### config.mk
export PLATFORM = sky130hd
export DESIGN_NAME = apb_slave_regfile_flat
export DESIGN_NICKNAME = d
export VERILOG_FILES = /design/src/rtl/apb_slave_regfile_if.sv /design/src/rtl/apb_slave_regfile.sv /design/src/flat_wrapper.sv
export SDC_FILE = /design/constraint.sdc
export NUM_CORES = 1
export LEC_CHECK = 0
export BUFFER_PORTS_ARGS = -buffer_cell sky130_fd_sc_hd__buf_4
export CAP_MARGIN = 25
export CORE_AREA = 2 2 117 119
export DETAILED_ROUTE_END_ITERATION = 10
export DIE_AREA = 0 0 119 121
export PLACE_DENSITY = 0.75
export SKIP_CTS_REPAIR_TIMING = 1
export SLEW_MARGIN = 5
export SYNTH_ARGS = -nofsm -noshare
export SYNTH_HDL_FRONTEND = slang
export SYNTH_SLANG_ARGS = --single-unit
### constraint.sdc
create_clock -name pclk -period 4.3 [get_ports pclk]
set_input_delay 0.215 -clock pclk [delete_from_list [all_inputs] [get_ports pclk]]
set_output_delay 0.215 -clock pclk [all_outputs]
set_load 0.02 [all_outputs]
### src/rtl/apb_slave_regfile_if.sv
// rtl/apb_slave_regfile_if.sv - 8-bit APB bus signals between the apb_master and a register-file completer
interface apb_slave_regfile_if;
  logic       psel;
  logic       penable;
  logic       pwrite;
  logic [7:0] paddr;
  logic [7:0] pwdata;
  logic [7:0] prdata;
  logic       pready;
  logic       pslverr;

  modport master (
    output psel, penable, pwrite, paddr, pwdata,
    input  prdata, pready, pslverr
  );

  modport slave (
    input  psel, penable, pwrite, paddr, pwdata,
    output prdata, pready, pslverr
  );
endinterface

### src/rtl/apb_slave_regfile.sv
// rtl/apb_slave_regfile.sv - APB completer serving a DEPTH x 8-bit register file, fixed wait states and a read-only ID
module apb_slave_regfile #(
  parameter int         DEPTH       = 16,
  parameter int         WAIT_STATES = 0,
  parameter logic [7:0] ID_VALUE    = 8'hA5
) (
  input logic               pclk,
  input logic               prst,
  apb_slave_regfile_if.slave apb
);

  localparam int         AW      = (DEPTH > 1) ? $clog2(DEPTH) : 1;
  localparam logic [3:0] WS      = 4'(WAIT_STATES);
  localparam logic [8:0] DEPTH9  = 9'(DEPTH);
  localparam logic [7:0] ID_ADDR = 8'hFF;

  typedef enum logic [1:0] {
    S_IDLE,
    S_WAIT,
    S_RESP
  } state_t;

  state_t     state_q, state_d;
  logic [3:0] cnt_q, cnt_d;
  logic       pready_q;

  logic [7:0] addr_q;
  logic [7:0] wdata_q;
  logic       write_q;
  logic       in_range_q;
  logic       err_q;

  logic [7:0] regs [DEPTH];

  logic          setup;
  logic          take;
  logic          in_range_bus;
  logic          err_bus;
  logic [AW-1:0] idx;
  logic [7:0]    rdata_mux;

  assign setup        = apb.psel & ~apb.penable;
  assign in_range_bus = {1'b0, apb.paddr} < DEPTH9;
  // Out-of-range addresses error, except reads of the ID location
  assign err_bus      = ~in_range_bus & ((apb.paddr != ID_ADDR) | apb.pwrite);
  assign idx          = addr_q[AW-1:0];

  always_comb begin
    state_d = state_q;
    cnt_d   = cnt_q;
    take    = 1'b0;
    case (state_q)
      S_IDLE: begin
        if (setup) begin
          take = 1'b1;
        end
      end
      S_WAIT: begin
        if (!apb.psel) begin
          state_d = S_IDLE;
        end else if (apb.penable) begin
          cnt_d = cnt_q - 4'd1;
          if (cnt_q <= 4'd1) begin
            state_d = S_RESP;
          end
        end
      end
      S_RESP: begin
        state_d = S_IDLE;
        if (setup) begin
          take = 1'b1;
        end
      end
      default: state_d = S_IDLE;
    endcase
    if (take) begin
      cnt_d   = WS;
      state_d = (WS == 4'd0) ? S_RESP : S_WAIT;
    end
  end

  always_ff @(posedge pclk or posedge prst) begin
    if (prst) begin
      state_q    <= S_IDLE;
      cnt_q      <= '0;
      pready_q   <= 1'b0;
      addr_q     <= '0;
      wdata_q    <= '0;
      write_q    <= 1'b0;
      in_range_q <= 1'b0;
      err_q      <= 1'b0;
    end else begin
      state_q  <= state_d;
      cnt_q    <= cnt_d;
      pready_q <= (state_d == S_RESP);
      if (take) begin
        addr_q     <= apb.paddr;
        wdata_q    <= apb.pwdata;
        write_q    <= apb.pwrite;
        in_range_q <= in_range_bus;
        err_q      <= err_bus;
      end
    end
  end

  // Commit happens on the edge that ends the pready cycle, from latched fields only
  always_ff @(posedge pclk or posedge prst) begin
    if (prst) begin
      for (int i = 0; i < DEPTH; i++) begin
        regs[i] <= '0;
      end
    end else if (pready_q && write_q && in_range_q) begin
      regs[idx] <= wdata_q;
    end
  end

  always_comb begin
    rdata_mux = '0;
    if (in_range_q) begin
      rdata_mux = regs[idx];
    end else if (addr_q == ID_ADDR) begin
      rdata_mux = ID_VALUE;
    end
  end

  assign apb.pready  = pready_q;
  assign apb.pslverr = pready_q & err_q;
  assign apb.prdata  = (pready_q & ~write_q) ? rdata_mux : 8'h00;

endmodule

### src/flat_wrapper.sv
// flat-port wrapper written by rule: the top's interface ports become plain ports
module apb_slave_regfile_flat 
#(
  parameter int         DEPTH       = 16,
  parameter int         WAIT_STATES = 0,
  parameter logic [7:0] ID_VALUE    = 8'hA5
)
  (pclk, prst, apb_psel, apb_penable, apb_pwrite, apb_paddr, apb_pwdata, apb_prdata, apb_pready, apb_pslverr);
  apb_slave_regfile_if apb_i ();
  input logic pclk;
  input logic prst;
  input wire logic [$bits(apb_i.psel)-1:0] apb_psel;
  input wire logic [$bits(apb_i.penable)-1:0] apb_penable;
  input wire logic [$bits(apb_i.pwrite)-1:0] apb_pwrite;
  input wire logic [$bits(apb_i.paddr)-1:0] apb_paddr;
  input wire logic [$bits(apb_i.pwdata)-1:0] apb_pwdata;
  output wire logic [$bits(apb_i.prdata)-1:0] apb_prdata;
  output wire logic [$bits(apb_i.pready)-1:0] apb_pready;
  output wire logic [$bits(apb_i.pslverr)-1:0] apb_pslverr;
  assign apb_i.psel = apb_psel;
  assign apb_i.penable = apb_penable;
  assign apb_i.pwrite = apb_pwrite;
  assign apb_i.paddr = apb_paddr;
  assign apb_i.pwdata = apb_pwdata;
  assign apb_prdata = apb_i.prdata;
  assign apb_pready = apb_i.pready;
  assign apb_pslverr = apb_i.pslverr;
  apb_slave_regfile #(.DEPTH(DEPTH), .WAIT_STATES(WAIT_STATES), .ID_VALUE(ID_VALUE)) u_core (.pclk(pclk), .prst(prst), .apb(apb_i));
endmodule
==> impl_metrics.env <==
export IMPL_avgSynthCellArea_um2=14.91
export IMPL_synth_warnings=0
export IMPL_final_cell_mix="dfrtp_1 (152), mux2_2 (145), buf_4 (33), mux2i_1 (25), mux4_2 (24)"
export IMPL_die_w_um=119
export IMPL_vias=4083
export IMPL_synth_edff_count=0
export IMPL_portBuffers=30
export IMPL_grt_use_total_pct=22.02
export IMPL_cp_num_cells=6
export IMPL_relSlewSlack_pct=49.09
export IMPL_rr_worst_depth=4
export IMPL_grt_ovfl_total=0
export IMPL_power_uw=3439
export IMPL_worst_path_buf_inv=2
export IMPL_end_kind="primary output"
export IMPL_die_area_um2=14400
export IMPL_clock_latency_ps=420
export IMPL_diodes=0
export IMPL_synth_area_um2=7054
export IMPL_fmax_mhz=347.5
export IMPL_grt_pass1_vias=4522
export IMPL_drive_gt1_share_pct=49.61
export IMPL_hold_path_class="in2reg"
export IMPL_coreArea_um2=13090
export IMPL_whs_path_depth=2
export IMPL_ys_seq_area_share_pct=54.63
export IMPL_drc=0
export IMPL_ys_seq_elements=154
export IMPL_cpPeakStageDelay_ps=810
export IMPL_setup_viol=0
export IMPL_crit_fanout=27
export IMPL_maxSlewViolCount=0
export IMPL_drtIter0Drc=212
export IMPL_drv_cap=0
export IMPL_slowest_stage="dfrtp_2"
export IMPL_clock_sinks=154
export IMPL_cp_top_family="flip-flops"
export IMPL_fin_crit_sh_pct=66.91
export IMPL_syn2layout_area_growth_pct=14.85
export IMPL_fin_tns_setup_ps=0
export IMPL_start_util_pct=53.91
export IMPL_synthFlopType="dfrtp_1"
export IMPL_grt_max_degree=79
export IMPL_synth_top_area_share_pct=54.63
export IMPL_drt_wirelength_per_cell_um=20.89
export IMPL_worstSetupStartpointType="register"
export IMPL_clockRootBuffer="clkbuf_16"
export IMPL_rsz0062_at_grt="no"
export IMPL_first_pass_iters=4
export IMPL_ir_drop_v=0.0003114
export IMPL_top_level_ports=31
export IMPL_p_leak_uw=0.003870
export IMPL_clockBufferDepth=2
export IMPL_finalCriticalPeriod_ps=2877
export IMPL_numCtsBuffers=17
export IMPL_grt_pass1_wl_um=23760
export IMPL_power_density_nw_per_um2=424.5
export IMPL_ant_nets=0
export IMPL_netlist_instances=473
export IMPL_skew_ps=9.926
export IMPL_fp_dieH_um=121
export IMPL_finalHoldViolCount=0
export IMPL_synthDistinctLibCells=38
export IMPL_cp_data_required_time_ps=4090
export IMPL_synth_area_leaders="dfrtp_1 (55%), mux2_2 (23%), mux4_2 (7.7%), mux2i_1 (3.5%), a22oi_1 (1.3%)"
export IMPL_synthArstFlopShare_pct=100.0
export IMPL_worst_slew_pin_transition_ps=759.6
export IMPL_outcome="finished, final reports clean"
export IMPL_cp_data_arrival_time_ps=2660
export IMPL_routed_wl_um=14500
export IMPL_path_cells="buf_4 > nand4_1 > nor4_1 > nand4_1 > nand3_1 > buf_4"
export IMPL_dp_final_hpwl_um=9319
export IMPL_viasPerCell=5.883
export IMPL_num_rows=42
export IMPL_utilization_pct=61.91
export IMPL_cts_tree="done"
export IMPL_place_gp_congestion=0.7735
export IMPL_fin_nets=528
export IMPL_synth_fp_nets=496
export IMPL_final_common_cell="dfrtp_1"
export IMPL_synth_largest_area_cell="dfrtp_1"
export IMPL_h_tree_depth=4
export IMPL_clk_pin_slew_ps=60
export IMPL_path_class="reg2out"
export IMPL_grt_antenna_before_repair=0
[routing by layer]
metal  wire [um]  share of wire, %  track usage, %  vias up
met5           0                 0               0        -
met4         342               2.4           11.68        0
met3         761               5.2           4.464       21
met2        7318                50           36.14       84
met1        6074                42           27.76     2143
li1            -                 -               -     1835
[final timing paths]
kind,endpoint,startpoint,slack [ps]
max reg2reg,u_core.regs[58],u_core.addr_q[0],1880
min,u_core.wdata_q[4],apb_pwdata[4],20
max,apb_prdata[2],u_core.addr_q[1],1420
min in group asynchronous,u_core.wdata_q[2],prst,440
max in group asynchronous,u_core.addr_q[1],prst,2830
min reg2reg,u_core.regs[127],u_core.regs[127],500
[state kept, by name (all words and copies together), names as in the netlist]
name,flops
u_core.regs,128
u_core.addr_q,8
u_core.wdata_q,8
u_core.cnt_q,4
u_core.state_q,2
u_core.apb.pready,1
u_core.err_q,1
u_core.in_range_q,1
u_core.write_q,1
[stage by stage]
stage	area (um2)	setup slack (ps)	hold slack, ps	instances
after floorplan	7058	2140	347.5	473
after global placement	7445	1734	322.0	659
after detailed placement	7445	1639	335.7	659
after CTS	8044	1326	-111.8	691
after global routing	8102	1272	10.23	694
final	8102	1423	18.63	694
[worst register-to-register path: stages (launching register included)]
cell     delay, ps
dfrtp_2        600
buf_12         260
or3_1          500
nor2_2         540
mux2_2         400
[synthesized netlist by cell type, types with 2 or more instances]
cell type,count
nand3_1,10
mux4_2,24
nor2b_1,2
nor2_2,9
dfrtp_1,154
nand2b_1,3
nand4_1,3
mux2_2,145
or2_2,3
a22oi_1,12
inv_1,5
ha_1,2
mux2i_1,25
nand2_1,7
clkbuf_1,13
mux2_1,2
o22ai_1,6
and2_1,2
a22o_1,3
buf_1,2
nor3b_1,2
nor3_2,2
nor2_1,8
nor4_1,4
nand3b_1,3
buf_4,3
nand3b_2,3
buf_2,6
[final cells by class]
class	count	area, um2
Sequential cell	154	3856
Timing Repair Buffer	37	325.3
Clock buffer	24	481.7
Fill cell	972	4984
Inverter	5	22.52
Clock inverter	8	117.6
Tap cell	176	220.2
Multi-Input combinational cell	290	3078
[report_power, final]
| group | internal, uW | switching, uW | total [uW] |
|---|---|---|---|
| clock network | 955 | 557 | 1510 |
| logic | 158 | 134 | 291 |
| registers | 1510 | 125 | 1640 |
| total | 2620 | 815 | 3440 |
[logic make-up (layout without fill, tap and decap cells)]
family	Yosys count	after routing	synth area share, %
and+or+nand+nor	68	68	6.031
xor gates and xnor gates	1	1	0.1242
buffers and inverters	29	74	1.809
DFF	154	154	54.63
muxes	196	196	34.68
adders and majority gates	2	2	0.3547
AOI/OAI and AO/OA	23	23	2.377
No activity file was read; power rests on OpenSTA's default activity.
